==> config.mk <==
export PLATFORM = sky130hd
export DESIGN_NAME = scan_port_arbiter
export DESIGN_NICKNAME = d
export VERILOG_FILES = /design/src/rtl/gomoku_pkg.sv /design/src/rtl/scan_port_arbiter_rr.sv /design/src/rtl/scan_port_arbiter.sv
export SDC_FILE = /design/constraint.sdc
export NUM_CORES = 1
export LEC_CHECK = 0
export ABC_AREA = 1
export CAP_MARGIN = 5
export CORE_MARGIN = 2
export CORE_UTILIZATION = 30
export CTS_CLUSTER_DIAMETER = 80
export CTS_CLUSTER_SIZE = 12
export DETAILED_ROUTE_END_ITERATION = 10
export DONT_BUFFER_PORTS = 1
export GPL_ROUTABILITY_DRIVEN = 1
export SYNTH_ARGS = -nofsm -noshare
export SYNTH_HDL_FRONTEND = slang
export SYNTH_HIERARCHICAL = 1
export SYNTH_SLANG_ARGS = --single-unit
==> constraint.sdc <==
create_clock -name clk -period 2.52 [get_ports clk]
set_input_delay 0.126 -clock clk [delete_from_list [all_inputs] [get_ports clk]]
set_output_delay 0.126 -clock clk [all_outputs]
set_load 0.02 [all_outputs]
==> src/rtl/gomoku_pkg.sv <==
// gomoku_pkg: shared board constants, scan-port arbiter states and requester IDs.
package gomoku_pkg;
    localparam int BOARD_SIZE = 15;
    localparam int COORD_W    = 4;
    typedef enum logic [1:0] {ARB = 2'd0, LOCK0 = 2'd1, LOCK1 = 2'd2} state_t;
    typedef enum logic {REQ_WIN = 1'b0, REQ_AI = 1'b1} req_id_t;
endpackage

==> src/rtl/scan_port_arbiter_rr.sv <==
// rr_arbiter2: two-way round-robin pick; the pointer only moves when both requesters collide.
module rr_arbiter2 import gomoku_pkg::*; (
    input  logic [1:0] req,
    input  logic       ptr,
    output logic [1:0] gnt,
    output logic       ptr_nxt
);
    always_comb begin
        gnt     = &req ? (ptr == REQ_AI ? 2'b10 : 2'b01) : req;
        ptr_nxt = &req ? ~ptr : ptr;
    end
endmodule

==> src/rtl/scan_port_arbiter.sv <==
// scan_port_arbiter: shares the board-window read port between the win checker (0) and the AI evaluator (1).
module scan_port_arbiter import gomoku_pkg::*; #(
    parameter int BOARD_SIZE = gomoku_pkg::BOARD_SIZE,
    parameter int MAX_LOCK   = 256,
    parameter int LOCK_CNT_W = 9
) (
    input  logic               clk,
    input  logic               rst,
    input  logic               clr,
    input  logic               req0,
    input  logic               lock0,
    input  logic [COORD_W-1:0] y0,
    input  logic [COORD_W-1:0] x0,
    output logic               gnt0,
    output logic               vld0,
    input  logic               req1,
    input  logic               lock1,
    input  logic [COORD_W-1:0] y1,
    input  logic [COORD_W-1:0] x1,
    output logic               gnt1,
    output logic               vld1,
    output logic [COORD_W-1:0] port_y,
    output logic [COORD_W-1:0] port_x,
    output logic               port_en,
    output logic               oob,
    output logic               lock_err
);
    localparam logic [COORD_W-1:0]    LIMIT    = COORD_W'(BOARD_SIZE);
    localparam logic [LOCK_CNT_W-1:0] CNT_LAST = LOCK_CNT_W'(MAX_LOCK - 1);

    state_t                 state, state_nxt;
    logic                   rr_ptr, rr_nxt, rr_pick, expired, hit, in_range;
    logic [1:0]             pick;
    logic [LOCK_CNT_W-1:0]  cnt;
    logic [COORD_W-1:0]     sel_y, sel_x;

    rr_arbiter2 u_rr (.req({req1, req0}), .ptr(rr_ptr), .gnt(pick), .ptr_nxt(rr_pick));

    assign expired  = state != ARB && cnt == CNT_LAST;
    assign hit      = gnt0 | gnt1;
    assign sel_y    = gnt1 ? y1 : y0;
    assign sel_x    = gnt1 ? x1 : x0;
    assign in_range = sel_y < LIMIT && sel_x < LIMIT;

    // Leaving a lock, for any reason, hands priority to the requester that was locked out.
    always_comb begin
        gnt0      = 1'b0;
        gnt1      = 1'b0;
        state_nxt = state;
        rr_nxt    = rr_ptr;
        case (state)
            ARB: begin
                {gnt1, gnt0} = pick;
                rr_nxt       = rr_pick;
                if (pick[0] && lock0)      state_nxt = LOCK0;
                else if (pick[1] && lock1) state_nxt = LOCK1;
            end
            LOCK0: begin
                gnt0 = req0;
                if (!lock0 || expired) begin
                    state_nxt = ARB;
                    rr_nxt    = REQ_AI;
                end
            end
            LOCK1: begin
                gnt1 = req1;
                if (!lock1 || expired) begin
                    state_nxt = ARB;
                    rr_nxt    = REQ_WIN;
                end
            end
            default: state_nxt = ARB;
        endcase
        if (!rst || clr) begin
            gnt0 = 1'b0;
            gnt1 = 1'b0;
        end
    end

    always_ff @(posedge clk or negedge rst) begin
        if (!rst) begin
            state <= ARB;
            {rr_ptr, cnt, lock_err, vld0, vld1, port_en, oob, port_y, port_x} <= '0;
        end else if (clr) begin
            state <= ARB;
            {rr_ptr, cnt, lock_err, vld0, vld1, port_en, oob, port_y, port_x} <= '0;
        end else begin
            state    <= state_nxt;
            rr_ptr   <= rr_nxt;
            cnt      <= state == ARB ? '0 : cnt + 1'b1;
            lock_err <= lock_err | expired;
            vld0     <= gnt0;
            vld1     <= gnt1;
            port_en  <= hit & in_range;
            oob      <= hit & ~in_range;
            if (hit && in_range) begin
                port_y <= sel_y;
                port_x <= sel_x;
            end
        end
    end
endmodule

# After elaboration in Yosys (flattened, before gate mapping)

Cells that the tools add are included.

Reductions and logical operators: 18
Divide/modulo/power cells: 0
Bitwise gates (word level): 6
$lt $le $gt $ge: 2
Equality and inequality tests: 7
Add/subtract/negate cells: 1
Multiplexer cells: 30
$mul: 0
Shifts and indexed selects: 0

Operators with widths:

| cell                                                  | count |
|---|---|
| two-way mux 4 bit                                     | 6 |
| two-way mux 9 bit                                     | 2 |
| two-way mux 2 bit                                     | 7 |
| two-way mux 1 bit                                     | 11 |
| adder 9 x 1 -> 9 bit, second input constant           | 1 |
| == test 9 x 8 -> 1 bit, second input constant         | 1 |
| < comparator 4 bit, second input constant             | 2 |
| inequality test 3 bit, second input constant          | 2 |
| case mux 2 bit (3 select lines)                       | 1 |
| logical AND 1 bit                                     | 5 |
| inequality test 4 bit, second input constant          | 1 |
| case mux 1 bit (2 select lines)                       | 2 |
| AND reduction 4 bit                                   | 1 |
| nonzero test 2 bit                                    | 2 |
| nonzero test 4 bit                                    | 1 |
| zero test 1 bit                                       | 3 |
| logical OR 1 bit                                      | 3 |
| inequality test 3 x 2 -> 1 bit, second input constant | 1 |
| case mux 1 bit (3 select lines)                       | 1 |
| AND reduction 3 bit                                   | 1 |
| AND 1 bit                                             | 2 |
| == test 2 x 1 -> 1 bit, second input constant         | 1 |
| == test 2 bit, second input constant                  | 1 |
| zero test 2 bit                                       | 1 |
| 3 further kinds                                       | 5 |

Input port bits: 23
Bits in writable memories: 0
ROM bits: 0
Register bits: 25
Memories: 0
Bits in latches: 0
Output and inout bits: 15

# Depth between registers and ports, before layout

Gate-level depths: netlist of run 1.

Depth after elaboration: 10
Depth in mapped cells: 14

# By module

Netlist of run 1, hierarchy kept.

Modules (own cells, without submodules):

| module            | cells an instance | times used | sequential area each (µm²) | area an instance (µm²) |
|---|---|---|---|---|
| scan_port_arbiter | 188               | 1          | 625.6                      | 1491.4 |
| rr_arbiter2       | 9                 | 1          | 0.0                        | 36.3 |

# Worst setup path after synthesis of run 1

Ideal clock, no wire load.

Kind: register to register
From: register cnt[0]
To: register state[0]
Arrival: 1634 ps
Required time: 2410 ps
Stages on the path, launching flop included: 13
Path slack: 776 ps
Setup time: 110 ps
Clock period less this slack: 1744 ps
Cells stage by stage: dfrtp_1 -> ha_1 -> nand2_1 -> nor2_1 -> inv_1 -> nor2_1 -> nand3_1 -> nor2_1 -> ha_1 -> nand2_1 -> nand3_1 -> o21ai_0 -> o41ai_1

Longest elaborated chain between the ends: 5

RTL lines:

| item                                       | RTL line                                         | RTL |
|---|---|---|
| start, declared                            | scan_port_arbiter.sv:34                          | `logic [LOCK_CNT_W-1:0] cnt;` |
| start signal, assigned                     | scan_port_arbiter.sv:90                          | `cnt <= state == ARB ? '0 : cnt + 1'b1;` |
| == test 9 x 8 -> 1 bit (*)                 | scan_port_arbiter.sv:39                          | `assign expired = state != ARB && cnt == CNT_LAST;` |
| logical AND 1 bit (*)                      | scan_port_arbiter.sv:39                          |  |
| logical OR 1 bit, on equally long branches | scan_port_arbiter.sv:67, scan_port_arbiter.sv:60 |  |
| inequality test 3 bit (no line)            | n/a                                              |  |
| AND reduction 3 bit (no line) (*)          | n/a                                              |  |
| end signal, assigned                       | scan_port_arbiter.sv:88                          | `state <= state_nxt;` |
| end, declared                              | scan_port_arbiter.sv:31                          | `state_t state, state_nxt;` |

Mark *: on every way between the ends. The rest lies on a longest branch, timed or not.
A chain may end at the register's enable or synchronous reset.

# Worst setup path in the final report of run 1

From: register state[0]
To: register port_x[1]

Longest elaborated chain between the ends: 8

RTL lines:

| item                                                    | RTL line                                         | RTL |
|---|---|---|
| == test 2 bit / zero test 2 bit (equally long branches) | scan_port_arbiter.sv:51                          | `case (state)` |
| case mux 1 bit (2 select lines)                         | scan_port_arbiter.sv:51                          |  |
| two-way mux 1 bit                                       | scan_port_arbiter.sv:74                          | `if (!rst \|\| clr) begin` |
| two-way mux 4 bit, on equally long branches             | scan_port_arbiter.sv:41, scan_port_arbiter.sv:42 |  |
| < comparator 4 bit                                      | scan_port_arbiter.sv:43                          | `assign in_range = sel_y < LIMIT && sel_x < LIMIT;` |
| logical AND 1 bit                                       | scan_port_arbiter.sv:43                          |  |
| logical AND 1 bit                                       | scan_port_arbiter.sv:96                          | `if (hit && in_range) begin` |
| nonzero test 2 bit (no line)                            | n/a                                              |  |
| end signal, assigned                                    | scan_port_arbiter.sv:98                          | `port_x <= sel_x;` |
| end, declared                                           | scan_port_arbiter.sv:23                          | `output logic [COORD_W-1:0] port_x,` |

Parallel ways exist; a longest one is shown, timed or not. The select of a mux whose other input is x is not followed.

==> results of run 1 <==
-- placed cells by master, fill, tap and decap left out, drive strengths merged --
master	netlist	routed
ha	6	6
inv	40	40
clkbuf	0	3
nand3b	6	6
nor2	19	19
o211ai	1	1
a21oi	6	6
clkinv	0	1
nand2	61	61
nor3	2	2
o41ai	1	1
o21ai	5	5
dlygate4sd3	0	2
nor3b	4	4
buf	2	1
nand3	18	18
dfrtp	25	25
a22o	1	1
-- worst max path at each step --
stage	startpoint	end	slack, ns	cells after the start
2_1_floorplan	cnt[0]	state[0]	0.78	12
3_3_place_gp	state[0]	port_x[1]	0.42	13
3_5_place_dp	state[0]	port_x[1]	0.43	13
4_1_cts	state[0]	port_x[1]	0.39	13
5_1_grt	state[1]	port_x[1]	0.19	13
6_report	state[0]	port_x[1]	0.44	13
-- flip-flops by register name, summed over array words and instances (netlist names) --
register  flops
oob           1
state         2
vld0          1
cnt           9
port_en       1
rr_ptr        1
port_x        4
vld1          1
port_y        4
lock_err      1
-- final cells by class --
type	instances	share of cell area
Clock buffer	3	0.0246
Clock inverter	1	0.00299
Inverter	40	0.0896
Multi-Input combinational cell	130	0.435
Sequential cell	25	0.373
Tap cell	67	0.0500
Timing Repair Buffer	3	0.0239
-- cell families after synthesis --
| kind of cell | after synthesis | share of synthesized area |
|---|---|---|
| and+or+nand+nor | 110 | 0.373 |
| buffers and inverters | 42 | 0.113 |
| DFF | 25 | 0.410 |
| AOI/OAI and AO/OA | 14 | 0.0557 |
| adders and majority gates | 6 | 0.0491 |
-- stage by stage --
step | std cells | setup slack [ns] | util | hold WS [ns]
2_1_floorplan | 197 | 0.776 | - | -0.170
3_3_place_gp | 262 | 0.425 | 0.330 | -0.169
3_5_place_dp | 262 | 0.433 | 0.330 | -0.169
4_1_cts | 269 | 0.394 | 0.348 | 0.0208
5_1_grt | 269 | 0.194 | 0.348 | 0.0510
6_report | 269 | 0.436 | 0.348 | 0.0243
-- routing by layer --
metal / track usage / vias up / part of all wire
met3: 0.0278 / 5 / 0.053
met2: 0.173 / 24 / 0.44
met4: 0.0409 / 0 / 0.017
met5: 0 / - / 0
li1: - / 616 / -
met1: 0.173 / 514 / 0.49
-- cell usage after synthesis --
cell type	number
nand2_1	47
inv_1	38
dfrtp_1	25
nand3_1	16
nor2_1	14
nand2_2	12
a21oi_1	6
ha_1	6
nand3b_1	6
nor3b_1	4
o21ai_0	4
nor2_2	3
buf_6	2
inv_2	2
nand2_4	2
nor3_1	2
a22o_2	1
nand3_2	1
nand3_4	1
nor2_4	1
nor2_8	1
o211ai_1	1
o21ai_2	1
o41ai_1	1
-- where the power goes --
group	switching, W	leakage [nW]	internal (W)
logic	0.000268	0.527	0.000135
clock network	0.000127	0.0255	0.000111
registers	0.0000927	0.342	0.000460
-- worst max-delay path, delay by kind of cell (launching register included) --
kind	cells	cell delay, ns
DFF	1	0.41
buffers and inverters	1	0.12
and+or+nand+nor	11	1.18
adders and majority gates	1	0.26
-- what timing repair did --
item,in CTS,in global routing
hold buffers,3,0
endpoints found under the hold margin,28,0
buffers inserted,0,0
==> flow_summary.toml, run 1 <==
[run_status]
status = "finished clean"

[sta]
setup_tns_ns = 0
fmax_mhz = 480
slew_violations = 0
skew_ns = 0.00118
fin_crit_ns = 2.08
final-setup-viol-count = 0
finalCritPeriodShare = 0.827
rsz0062_at_grt = "false"
slew_headroom = 0.738
worst_pin_slew_ns = 0.392
hold_viol_final = 0

[route]
vias_per_cell = 4.31
totalWireLength_mm = 3.14
drc_errors = 0
num_vias = 1159
drt_pass1_iterations = 4
ant_nets = 0
post_drt_wl_per_cell_um = 11.7
drt_iter0_drc = 56

[synth]
synth_top_cell_by_area = "dfrtp_1"
yosysUniqueCellTypes = 24
avgSynthCellArea_um2 = 7.75
ys_seq_area_frac = 0.410
ys.warnings.count = 6
netlist_area_mm2 = 0.00153
synth_cells = 197
synth_top_area_share = 0.410
synth_seq_cells = 25
ys_top_cells_by_area = "dfrtp_1, nand2_1, inv_1"
syn-num-nets = 226

[critical_path]
cp_slowest_stage_delay_ns = 0.41
crit_path_end_kind = "flip-flop"
cp.arrival_ns = 2.25
r2r_start = "state[0]"
critPathSlowestCell = "dfrtp_1"
path_cells = "inv_1 -> ha_1 -> nand2_2 -> nand2_4 -> nand3_2 -> nand2_1 -> nand2_1 -> nor2_1 -> nand2_2 -> nand2_2 -> nor2_4 -> nand2_1 -> nand2_1"
path_class = "flip-flop to flip-flop"
cp_common_cell = "nand2_1"
rrSetupSlack_ns = 0.44
reg2regPathDepth = 13
critPathRequiredTime_ns = 2.69
cp_max_fo = 11
startpoint_type = "flip-flop"
reg2reg_to = "port_x[1]"

[power]
peakVddDrop_v = 0.000268
p_leak_nw = 0.895
powerDensity_mw_per_mm2 = 712
power.total_w = 0.00119

[die]
io_pins = 38
rows = 25
core_area_mm2 = 0.00482
die_area_mm2 = 0.00568
die_y_um = 75.4
initial_core_util = 0.317
die_w_um = 75.4

[finish]
n_antenna_cell = 0
areaGrowthSynthToFinish_pct = 9.66
multi_input_area_um2 = 729
fin_nets = 232
drive_gt1_frac = 0.149
seq_area_um2 = 626
fill_cells = 529
finalInstanceArea_mm2 = 0.00168

[global_routing]
gr-usage-all-layers = 0.119
grt_pass1_wl_mm = 5.12
grt_max_degree = 26
grt_antenna_before_repair = 0
grt_pass1_vias = 1049
grt-ovfl-total = 0

[placement]
port_buffers = 0
place_hpwl_mm = 2.43
place_area_mm2 = 0.00159
gp_congestion = 0.813

[clock_network]
clock_path_buffers = 2
cts.repair.resized = 0
cts_tree = "yes"
clkLatencyLatePin_ns = 0.27
cts_buffers = 3
clk_pin_slew_worst_paths_ns = 0.08
h-tree-depth = 1
clkSinkCount = 25
root_buffer = "clkbuf_8"

[hold_path]
hold_end = "state[0]"
worstHoldStart = "lock0"
hold_path_depth = 2
worstHoldPathType = "input port to flip-flop"

[flow_run]
drv_cap = 0
Power figures use the tool's default switching activity.
==> run 2, diff against run 1 <==
==> constraint.sdc (replaced) <==
create_clock -name clk -period 1.96 [get_ports clk]
set_input_delay 0.098 -clock clk [delete_from_list [all_inputs] [get_ports clk]]
set_output_delay 0.098 -clock clk [all_outputs]
set_load 0.02 [all_outputs]
==> run 2 against run 1 <==
Against the previous run: maximum frequency grew 10%; first-iteration DRC count grew 25%; largest power group is now combinational cells; total power grew 56%; via count grew 12%.
==> flow_summary.toml, run 2 (synthesis results as in run 1) <==
[route]
ant_nets = 0
vias_per_cell = 4.49
drt_iter0_drc = 70
totalWireLength_mm = 3.63
drt_pass1_iterations = 4
drt-met1-wl_mm = 1.69
drc_errors = 0
top_layer = "met4"
wl_met3_um = 159
post_drt_wl_per_cell_um = 12.6
num_vias = 1293
met2_length_mm = 1.73

[critical_path]
startpoint = "state[0]"
cp_slowest_stage_delay_ns = 0.41
crit_buf_inv = 3
crit_family = "simple AND/OR/NAND/NOR gates"
cp_common_cell = "nand2_2"
r2r_start = "state[0]"
critPathRequiredTime_ns = 2.12
cp.arrival_ns = 2.05
cp-endpoint = "port_en"
cp.depth = 13
startpoint_type = "flip-flop"
crit_path_end_kind = "flip-flop"
path_cells = "inv_2 -> ha_4 -> nand2_4 -> nand2_4 -> nand3_2 -> nand2_2 -> nand2_2 -> nor2_2 -> nand2_2 -> nand2_2 -> nor2_4 -> buf_6 -> buf_6"
reg2reg_to = "port_en"
rrSetupSlack_ns = 0.07
critPathSlowestCell = "dfrtp_1"
cp_max_fo = 5
reg2regPathDepth = 13
path_class = "flip-flop to flip-flop"

[placement]
place_area_mm2 = 0.00163
place_hpwl_mm = 2.42
gp_congestion = 0.820
port_buffers = 0

[die]
io_pins = 38
rows = 25
core_area_mm2 = 0.00482
die_area_mm2 = 0.00568
initial_core_util = 0.317
die_w_um = 75.4
die_y_um = 75.4

[sta]
fin_crit_ns = 1.89
slew_headroom = 0.732
final-setup-viol-count = 0
rsz0062_at_grt = "true"
skew_ns = 0.00523
slew_violations = 0
finalCritPeriodShare = 0.966
worst_pin_slew_ns = 0.401
fmax_mhz = 528
hold_viol_final = 0

[clock_network]
cts_buffers = 3
clk_pin_slew_worst_paths_ns = 0.08
root_buffer = "clkbuf_8"
clkSinkCount = 25
cts_tree = "yes"
clock_path_buffers = 2
h-tree-depth = 1
clkLatencyLatePin_ns = 0.26

[power]
power.total_w = 0.00186
p_leak_nw = 1.01
peakVddDrop_v = 0.000333
powerDensity_mw_per_mm2 = 927

[global_routing]
grt_max_degree = 26
grt_antenna_before_repair = 0
gr-usage-all-layers = 0.119
grt-ovfl-total = 0
grt_pass1_vias = 1147
grt_pass1_wl_mm = 5.23

[finish]
n_antenna_cell = 0
drive_gt1_frac = 0.389
multi_input_area_um2 = 907
final_common_cell = "inv_1"
areaGrowthSynthToFinish_pct = 31.3
finalInstanceArea_mm2 = 0.00201
fin_util = 0.416
fill_cells = 513
largest_reg_flops = 9
top_register = "cnt"
seq_area_um2 = 626
fin_nets = 251
top_regs = "cnt x9, port_x x4, port_y x4"
most-common-layout-cells = "inv_1, nand2_1, nand2_2"

[run_status]
status = "finished clean"

[hold_path]
worstHoldPathType = "input port to flip-flop"

[flow_run]
drv_cap = 0
-- run 2: worst min-delay path by stage --
stage,startpoint,to,slack (ns),cells after the start
2_1_floorplan,rst,cnt[0],-0.20,0
3_3_place_gp,rst,port_x[1],-0.20,0
3_5_place_dp,rst,port_x[1],-0.20,0
4_1_cts,lock0,state[0],0.008,2
5_1_grt,lock0,state[0],0.02,2
6_report,lock0,state[0],0.03,2
-- run 2: power breakdown --
group | switching, W | total, W | leakage, nW | internal, W
sequential | 0.000117 | 0.000708 | 0.342 | 0.000591
clock | 0.000151 | 0.000295 | 0.0228 | 0.000145
combinational | 0.000489 | 0.000856 | 0.647 | 0.000367
total | 0.000757 | 0.00186 | 1.01 | 0.00110
-- run 2: area by class of cell --
cell class	instances	area share
clock buffers	4	0.0225
inverters	40	0.0749
multi-input cells	131	0.452
flip-flops and latches	25	0.312
well taps	67	0.0418
repair buffers	21	0.0967
-- run 2: metrics by stage --
step           TNS (ns)  hold slack, ns  std cells  setup WS, ns
6_report              0          0.0287        288        0.0674
3_5_place_dp    -0.0318          -0.197        267       -0.0318
4_1_cts               0         0.00778        276      0.000447
5_1_grt          -0.265          0.0244        288       -0.0394
3_3_place_gp    -0.0411          -0.197        267       -0.0411
2_1_floorplan         0          -0.198        197         0.216
-- run 2: metal layers --
metal | track usage | vias up
li1 | - | 660
met1 | 0.174 | 596
met2 | 0.172 | 33
met3 | 0.0238 | 4
met4 | 0.0468 | 0
met5 | 0 | -
-- run 2: timing repair --
item	CTS	global route
pin swaps	3	28
gates cloned	0	1
endpoints found under the hold margin	28	0
setup endpoints to repair	1	13
hold buffers	3	0
gates resized for setup	4	52
setup buffers	2	12
-- run 2: worst register-to-register path: cells and delay by family (launching register included) --
| kind | cells | cell delay (ns) |
|---|---|---|
| AND/OR/NAND/NOR | 9 | 0.80 |
| adder cells (fa/ha/maj) | 1 | 0.20 |
| flip-flops | 1 | 0.41 |
| buffers and inverters | 3 | 0.36 |
